==> src/rtl/ralu.sv <==
// rtl/ralu.sv - register-file ALU with X/Y operand registers, shiftable Y and gated result
module ralu (
    input  logic       clock,
    input  logic       reset,
    input  logic [3:0] DataIn,
    input  logic [3:0] S,
    input  logic       M,
    input  logic       Pin,
    input  logic       A,
    input  logic [3:0] v,
    input  logic       wr,
    input  logic [2:0] adr,
    input  logic       ISR,
    input  logic       ISL,
    output logic       OSR,
    output logic       OSL,
    output logic       Pout,
    output logic [3:0] R
);

    logic [3:0] rf [8];
    logic [3:0] x;
    logic [3:0] y;
    logic [3:0] bus;
    logic [3:0] f;
    logic [3:0] k;
    logic [4:0] sum;
    logic       carry;

    // Bus reads the pre-edge register contents, so a same-edge write never forwards
    assign bus = A ? DataIn : rf[adr];

    // ALU: per-bit truth-table lookup in logic mode, X + K + Pin in arithmetic mode
    always_comb begin
        k     = 4'b0000;
        f     = 4'b0000;
        carry = 1'b0;
        unique case (S[1:0])
            2'b00: k = 4'b0000;
            2'b01: k = y;
            2'b10: k = ~y;
            2'b11: k = 4'b1111;
        endcase
        sum = {1'b0, x} + {1'b0, k} + {4'b0000, Pin};
        if (M) begin
            f     = sum[3:0];
            carry = sum[4];
        end else begin
            for (int i = 0; i < 4; i++) begin
                f[i] = S[{x[i], y[i]}];
            end
        end
    end

    assign Pout = carry;
    assign R    = v[3] ? f : 4'b0000;
    assign OSR  = y[0];
    assign OSL  = y[3];

    // Operand register X: load from bus or hold
    always_ff @(posedge clock or posedge reset) begin
        if (reset) begin
            x <= 4'b0000;
        end else if (v[0]) begin
            x <= bus;
        end
    end

    // Operand register Y: hold, shift right, shift left or load from bus
    always_ff @(posedge clock or posedge reset) begin
        if (reset) begin
            y <= 4'b0000;
        end else begin
            unique case (v[2:1])
                2'b00: y <= y;
                2'b01: y <= {ISR, y[3:1]};
                2'b10: y <= {y[2:0], ISL};
                2'b11: y <= bus;
            endcase
        end
    end

    // Register file write: external data when A=1, otherwise the result from the old X/Y
    always_ff @(posedge clock or posedge reset) begin
        if (reset) begin
            for (int i = 0; i < 8; i++) begin
                rf[i] <= 4'b0000;
            end
        end else if (wr) begin
            rf[adr] <= A ? DataIn : f;
        end
    end

endmodule

==> config.mk <==
export PLATFORM = sky130hd
export DESIGN_NAME = ralu
export DESIGN_NICKNAME = d
export VERILOG_FILES = /design/src/rtl/ralu.sv
export SDC_FILE = /design/constraint.sdc
export NUM_CORES = 1
export LEC_CHECK = 0
export CAP_MARGIN = 10
export CORE_MARGIN = 5
export CORE_UTILIZATION = 59
export DETAILED_ROUTE_END_ITERATION = 16
export GPL_TIMING_DRIVEN = 1
export HOLD_SLACK_MARGIN = 0.05
export MAX_ROUTING_LAYER = met4
export PLACE_DENSITY_LB_ADDON = 0.08
export SETUP_SLACK_MARGIN = 0.4
export SYNTH_ARGS = -nofsm -noshare
export SYNTH_HDL_FRONTEND = slang
export SYNTH_SLANG_ARGS = --single-unit
==> constraint.sdc <==
create_clock -name clock -period 5.6 [get_ports clock]
set_input_delay 1.12 -clock clock [delete_from_list [all_inputs] [get_ports clock]]
set_output_delay 1.12 -clock clock [all_outputs]
set_load 0.02 [all_outputs]
==> flow_summary_export.csv, run 1 <==
group,metric,value,unit
logic_synthesis,ys_async_sr_fraction,1.00,
layout,design_area,2680,µm²
cts,clk_latency,0.30,ns
cts,ctsHoldBuffers,0,
logic_synthesis,synth_ff_type,"dfrtp_1",
power_and_ir_drop,intPower,641,µW
routing,ant_nets,0,
cts,clk_pin_slew,0.07,ns
hold_path,hold_start,"rf[12]",
timing,finClkSkew,0.0110,ns
timing,worstMarginPinSlew,0.686,ns
power_and_ir_drop,p_seq_frac,0.436,
die,num_io_pins,30,
power_and_ir_drop,pwr-share-comb,0.309,
power_and_ir_drop,clkPwrFrac,0.256,
cts,clk_root_buffer_cell,"clkbuf_8",
cts,cts_tree,"built",
placement,hpwl,4000,µm
logic_synthesis,synth_edf_count,0,
logic_synthesis,synth.cell_area,2220,µm²
setup_path,cp.arrival,3.89,ns
routing,via_per_inst,6.19,
timing,fin_crit,5.01,ns
placement,placed_cell_area,2560,µm²
power_and_ir_drop,vdd_drop_max,0.000219,V
cts,cts.path.max_buffers,2,
timing,tns,0,ns
timing,min_period_over_period,0.894,
global_route,antenna_found_initial,0,
layout,nets,255,
logic_synthesis,syn_area_per_cell,11.4,µm²
power_and_ir_drop,powerDensity,351,nW/µm²
layout,syn_to_final_growth,20.6,%
logic_synthesis,ys_types,30,
cts,clkSinkCount,40,
logic_synthesis,yosysSeqAreaShare,0.451,
die,design.core.area,3660,µm²
timing,finalSetupViolCount,0,
setup_path,critPathMaxFanout,8,
layout,antennaDiodeCount,0,
die,dieArea,5090,µm²
cts,postCtsSetupRepairBufs,0,
power_and_ir_drop,finalPower,940,µW
cts,htreeDepth,2,
timing,slew_viol_final,0,
die,die_y,71.4,µm
die,core.rowCount,22,
global_route,grt_max_degree,41,
setup_path,cp.required,4.48,ns
setup_path,critPathLaunch,"S[0]",
setup_path,r2r_slack,3.12,ns
timing,hold_violations,0,
power_and_ir_drop,switching_power,298,µW
logic_synthesis,syn-num-nets,222,
cts,post_cts_resized,0,
global_route,grt_first_pass_wirelength,8830,µm
placement,gp_congestion,0.892,
routing,drc,0,
placement,io_buffers,29,
timing,clock.fmax,200,MHz
cts,cts_buffers,5,
hold_path,hold_class,"reg -> reg",
setup_path,worstSetupEndpointType,"primary output",
global_route,grt_pass1_vias,1824,
die,start_util,0.607,
layout,utilization,0.731,
setup_path,cp-start-kind,"input pin",
routing,wire_per_inst,19.0,µm
power_and_ir_drop,switching_share,0.317,
routing,num_vias,1709,
timing,rsz0062_at_grt,"no",
logic_synthesis,ys_seq_elements,40,
die,die_w,71.4,µm
logic_synthesis,syn_inst,194,
power_and_ir_drop,power_leakage,1.13,nW
global_route,grt.overflow.total,0,
layout,drive_gt1_frac,0.149,
routing,dr.first_iter.drc_count,142,
run_status,status,"finished clean",
logic_synthesis,yosysWarningCount,0,
job,cap_violations,0,
routing,drt-total-wl,5250,µm
routing,dr.pass1.iters,4,
setup_path,r2r-start,"y[0]",
timing,timing.hold.ws,0.487,ns
timing,relSlewSlack,0.541,
setup_path,path_class,"in -> out",
global_route,grt_use_total,0.235,
worst max-delay path: stages:
cell	delay, ns
clkdlybuf4s50_1	0.52
mux2_2	0.32
fa_1	0.38
inv_1	0.08
fa_1	0.41
nor2b_1	0.28
o21a_1	0.15
clkdlybuf4s50_1	0.61
worst paths after layout:
check	end	cells past startpoint
max	R[1]	8
min	rf[12]	2
max reg2reg	rf[14]	8
min reg2reg	rf[12]	2
max in group asynchronous	rf[10]	3
min in group asynchronous	rf[28]	3
state kept, by name, summed over array words and instances (netlist names):
name,count
rf,32
x,4
y,4
power groups by stage:
| stage | clock, mW | combinational [mW] | sequential (mW) |
|---|---|---|---|
| final | 0.240 | 0.290 | 0.409 |
| after global routing | 0.259 | 0.321 | 0.417 |
| after CTS | 0.243 | 0.292 | 0.408 |
| after detailed placement | 0 | 0.291 | 0.412 |
| after global placement | 0 | 0.277 | 0.409 |
| after floorplan | 0 | 0.200 | 0.398 |
layer usage:
metal | vias to the layer above | GRT usage | wire length [µm]
met5 | - | - | 0
met1 | 845 | 0.276 | 2110
met4 | 0 | 0.102 | 180
met2 | 63 | 0.373 | 2630
met3 | 16 | 0.0743 | 324
li1 | 785 | - | -
final cells by class:
cell class | instances | area [µm²]
multi-input cells | 145 | 1180
flip-flops and latches | 40 | 1000
fillers | 270 | 983
repair buffers | 30 | 298
clock buffers | 5 | 68.8
well taps | 48 | 60.1
clock inverters | 3 | 46.3
inverters | 5 | 18.8
cell usage in the layout, fill, tap and decap left out, drive strengths merged, types with 6 or more instances in the layout:
cell / Yosys / layout
clkdlybuf4s50: 0 / 29
dfrtp: 40 / 40
inv: 5 / 6
mux2i: 8 / 8
mux4: 16 / 16
nand2: 36 / 36
nor2b: 7 / 7
o21ai: 34 / 34
synth_stat cells (2+ instances only):
library cell / number / share of area
dfrtp_1: 40 / 0.45
nand2_1: 36 / 0.061
mux4_2: 16 / 0.16
o21ai_0: 16 / 0.036
o21ai_1: 16 / 0.036
mux2i_1: 8 / 0.036
nor2b_1: 7 / 0.020
inv_1: 5 / 0.0085
mux2_2: 5 / 0.025
nand2b_1: 5 / 0.014
nand3_1: 5 / 0.011
a21boi_1: 4 / 0.014
a21oi_1: 3 / 0.0068
a31oi_1: 3 / 0.0085
clkbuf_1: 3 / 0.0051
ha_1: 3 / 0.017
o21a_1: 3 / 0.010
and2_1: 2 / 0.0056
fa_1: 2 / 0.018
o21ai_2: 2 / 0.0079
cell families (layout without fill, tap and decap cells):
kind of cell               after synthesis  in the layout  share of synthesized area
buffers and inverters                    9             43                     0.0158
adders and majority gates                5              5                     0.0349
xor gates and xnor gates                 1              1                    0.00394
muxes                                   29             29                      0.224
AOI/OAI and AO/OA                       51             51                      0.148
DFF                                     40             40                      0.451
and+or+nand+nor                         59             59                      0.123
stage by stage:
stage | setup slack (ns) | cells
finish | 0.595 | 276
global route | 0.504 | 276
CTS | 0.588 | 276
detailed placement | 0.586 | 268
global placement | 0.719 | 268
floorplan | 1.78 | 194
(Power assumes the default switching activity.)
==> inputs of run 2 (changes only) <==
--- a/config.mk
+++ b/config.mk
@@ -5,9 +5,11 @@
 export SDC_FILE = /design/constraint.sdc
 export NUM_CORES = 1
 export LEC_CHECK = 0
+export ABC_AREA = 1
 export CAP_MARGIN = 10
 export CORE_MARGIN = 5
-export CORE_UTILIZATION = 59
+export CORE_UTILIZATION = 60
+export CTS_CLUSTER_SIZE = 25
 export DETAILED_ROUTE_END_ITERATION = 16
 export GPL_TIMING_DRIVEN = 1
 export HOLD_SLACK_MARGIN = 0.05
==> run 2 against run 1 <==
  * Core utilization down 1.7 points
  * Final cell count up 63%
  * Synthesized cell count up 91%
  * Clock power down 27%
  * Maximum frequency up 5.1%
  * Clock-buffer cell count up 1
  * Sequential share of layout area down 2.1 points
  * Routed wire length up 12%
  * Critical path type unchanged
  * Sequential cell count unchanged
  * Worst setup slack better by 0.24 ns
==> flow_summary_export.csv, run 2 <==
group,metric,value,unit
setup_path,path_class,"in -> out",
logic_synthesis,synth_edf_count,0,
setup_path,crit_buf_inv,4,
routing,dr.first_iter.drc_count,143,
placement,gp_congestion,0.907,
cts,clk_root_buffer_cell,"clkbuf_8",
routing,met2_length,2850,µm
timing,finClkSkew,0.00381,ns
placement,hpwl,4410,µm
global_route,antenna_found_initial,0,
die,dieArea,5430,µm²
timing,fin_ws,0.837,ns
routing,drt-met1-wl,2520,µm
setup_path,critPathTopFamily,"buffers and inverters",
setup_path,worstSetupEndpointType,"primary output",
logic_synthesis,synth.cell_area,2430,µm²
routing,wire_per_inst,13.0,µm
layout,mostFrequentLayoutCell,"nand2_1",
logic_synthesis,synth_top_cell_by_area,"dfrtp_1",
cts,htreeDepth,2,
routing,drc,0,
power_and_ir_drop,power_leakage,1.50,nW
power_and_ir_drop,finalPower,815,µW
layout,regMostFlops,"rf",
setup_path,cp.arrival,3.64,ns
global_route,grt_max_degree,41,
logic_synthesis,syn_area_per_cell,6.58,µm²
die,start_util,0.613,
die,die_y,73.7,µm
die,design.core.area,3970,µm²
timing,finalSetupViolCount,0,
logic_synthesis,yosysSeqAreaShare,0.411,
layout,syn_to_final_growth,16.7,%
routing,drt-total-wl,5860,µm
layout,stdcell_count,451,
timing,clock.fmax,210,MHz
layout,antennaDiodeCount,0,
logic_synthesis,netlist.area_leader.share,0.411,
cts,cts_buffers,5,
die,core.rowCount,23,
setup_path,slowest_delay,0.61,ns
layout,layout_common_cells,"157 x nand2_1, 55 x inv_1, 40 x dfrtp_1, 36 x nor2_1, 29 x clkdlybuf4s50_1",
placement,pre_cts_slack,0.835,ns
power_and_ir_drop,powerDensity,287,nW/µm²
run_status,status,"finished clean",
global_route,grt_pass1_vias,2212,
timing,slew_viol_final,0,
hold_path,hold_class,"reg -> reg",
routing,dr.pass1.iters,4,
timing,relSlewSlack,0.625,
cts,ctsHoldBuffers,0,
routing,via_per_inst,5.08,
cts,clk_latency,0.29,ns
routing,num_vias,2289,
cts,cts.path.max_buffers,2,
setup_path,critPathMaxFanout,8,
die,num_io_pins,30,
layout,drive_gt1_frac,0.0324,
layout,seqCellArea,1000,µm²
logic_synthesis,syn_inst,370,
routing,routed-wl-met3,363,µm
timing,worstMarginPinSlew,0.561,ns
layout,fillers,353,
timing,min_period_over_period,0.851,
routing,highest_layer,"met4",
cts,cts_tree,"built",
setup_path,crit_chain,"clkdlybuf4s50_1 > nand2_1 > o21ai_0 > fa_1 > inv_1 > fa_1 > inv_1 > nor2_1 > o21ai_0 > nand2_1 > nor2_1 > clkdlybuf4s50_1",
logic_synthesis,syn-num-nets,398,
global_route,grt_first_pass_wirelength,10000,µm
logic_synthesis,synth.most_common_cell,"nand2_1",
routing,ant_nets,0,
setup_path,cp.required,4.48,ns
logic_synthesis,ys_top_cells_by_area,"dfrtp_1 41%, nand2_1 24%, inv_1 8.5%, nor2_1 5.6%, o21ai_0 4.7%",
setup_path,cp-start-kind,"input pin",
logic_synthesis,synth_commonest_cells,"157 x nand2_1, 55 x inv_1, 40 x dfrtp_1",
power_and_ir_drop,vdd_drop_max,0.000182,V
cts,clkSinkCount,40,
global_route,grt_use_total,0.249,
placement,io_buffers,29,
global_route,grt.overflow.total,0,
layout,nets,429,
timing,tns,0,ns
logic_synthesis,yosysWarningCount,0,
timing,rsz0062_at_grt,"no",
cts,clk_pin_slew,0.07,ns
logic_synthesis,ys_async_sr_fraction,1.00,
placement,dpl.cell_count,444,
cts,postCtsSetupRepairBufs,0,
layout,reg_top3,"rf x32, x x4, y x4",
job,cap_violations,0,
setup_path,cpMaxStageDelayCell,"clkdlybuf4s50_1",
logic_synthesis,ys_seq_elements,40,
cts,post_cts_resized,0,
layout,largest_reg_flops,32,
logic_synthesis,ys_types,20,
timing,fin_crit,4.76,ns
die,die_w,73.7,µm
layout,multi_input_area,1190,µm²
logic_synthesis,synth_ff_type,"dfrtp_1",
timing,hold_violations,0,
==> run 2: report_power, final <==
part           switching (mW)  internal, mW  total (mW)  leakage, nW
combinational           0.149        0.0997       0.249        0.964
sequential             0.0410         0.350       0.391        0.498
clock                  0.0904        0.0846       0.175       0.0410
==> run 2: kinds of logic (layout without fill, tap and decap cells) <==
| kind of cell | Yosys count | in the layout | synth area share |
|---|---|---|---|
| AO/OA/AOI/OAI | 48 | 48 | 0.114 |
| adder cells (fa/ha/maj) | 5 | 5 | 0.0319 |
| buffers and inverters | 63 | 94 | 0.101 |
| flip-flops | 40 | 40 | 0.411 |
| AND/OR/NAND/NOR | 214 | 214 | 0.342 |
==> run 2: path summary, 6_finish.rpt <==
| check | startpoint | endpoint | slack, ns | depth (start not counted) |
|---|---|---|---|---|
| setup / recovery | S[0] | R[2] | 0.84 | 12 |
| max in group asynchronous | reset | rf[26] | 3.99 | 3 |
| min in group asynchronous | reset | y[0] | 1.27 | 3 |
| hold / removal | rf[2] | rf[2] | 0.48 | 2 |
| hold reg to reg | rf[2] | rf[2] | 0.48 | 2 |
| setup reg to reg | y[0] | rf[2] | 3.12 | 11 |
==> run 2: layer usage <==
layer  GRT usage  vias to the layer above
li1            -                     1189
met1       0.301                     1024
met2       0.414                       66
met3      0.0451                       10
met4      0.0926                        0
met5           -                        -
==> run 2: layout make-up <==
class	instances	share of cell area
tap	50	0.0220
inverter	57	0.0754
timing repair buffer	30	0.105
multi-input combinational	267	0.418
sequential	40	0.353
clock inverter	1	0.00176
clock buffer	6	0.0256
==> run 2: worst reg2reg max path, cell delays in order (launching register included) <==
cell     delay [ns]
dfrtp_1        0.48
o21ai_0        0.24
fa_1           0.23
inv_1          0.06
fa_1           0.37
inv_1          0.07
nor2_1         0.03
o21ai_0        0.17
nand2_1        0.11
o21ai_2        0.43
nand2_1        0.15
nand2_1        0.08
==> run 2: through the flow <==
step | hold slack (ns) | cell area (µm²) | utilization
3_5_place_dp | 0.465 | 2760 | 0.695
4_1_cts | 0.484 | 2840 | 0.715
5_1_grt | 0.505 | 2840 | 0.715
3_3_place_gp | 0.458 | 2760 | 0.695
2_1_floorplan | 0.442 | 2430 | -
6_report | 0.483 | 2840 | 0.715
==> inputs of run 3 (changes only) <==
--- a/config.mk
+++ b/config.mk
@@ -16,6 +16,7 @@
 export MAX_ROUTING_LAYER = met4
 export PLACE_DENSITY_LB_ADDON = 0.08
 export SETUP_SLACK_MARGIN = 0.4
+export SLEW_MARGIN = 20
 export SYNTH_ARGS = -nofsm -noshare
 export SYNTH_HDL_FRONTEND = slang
 export SYNTH_SLANG_ARGS = --single-unit
==> results of run 3 <==
Same layout as run 2: the final DEF is identical, and so are final timing and power.
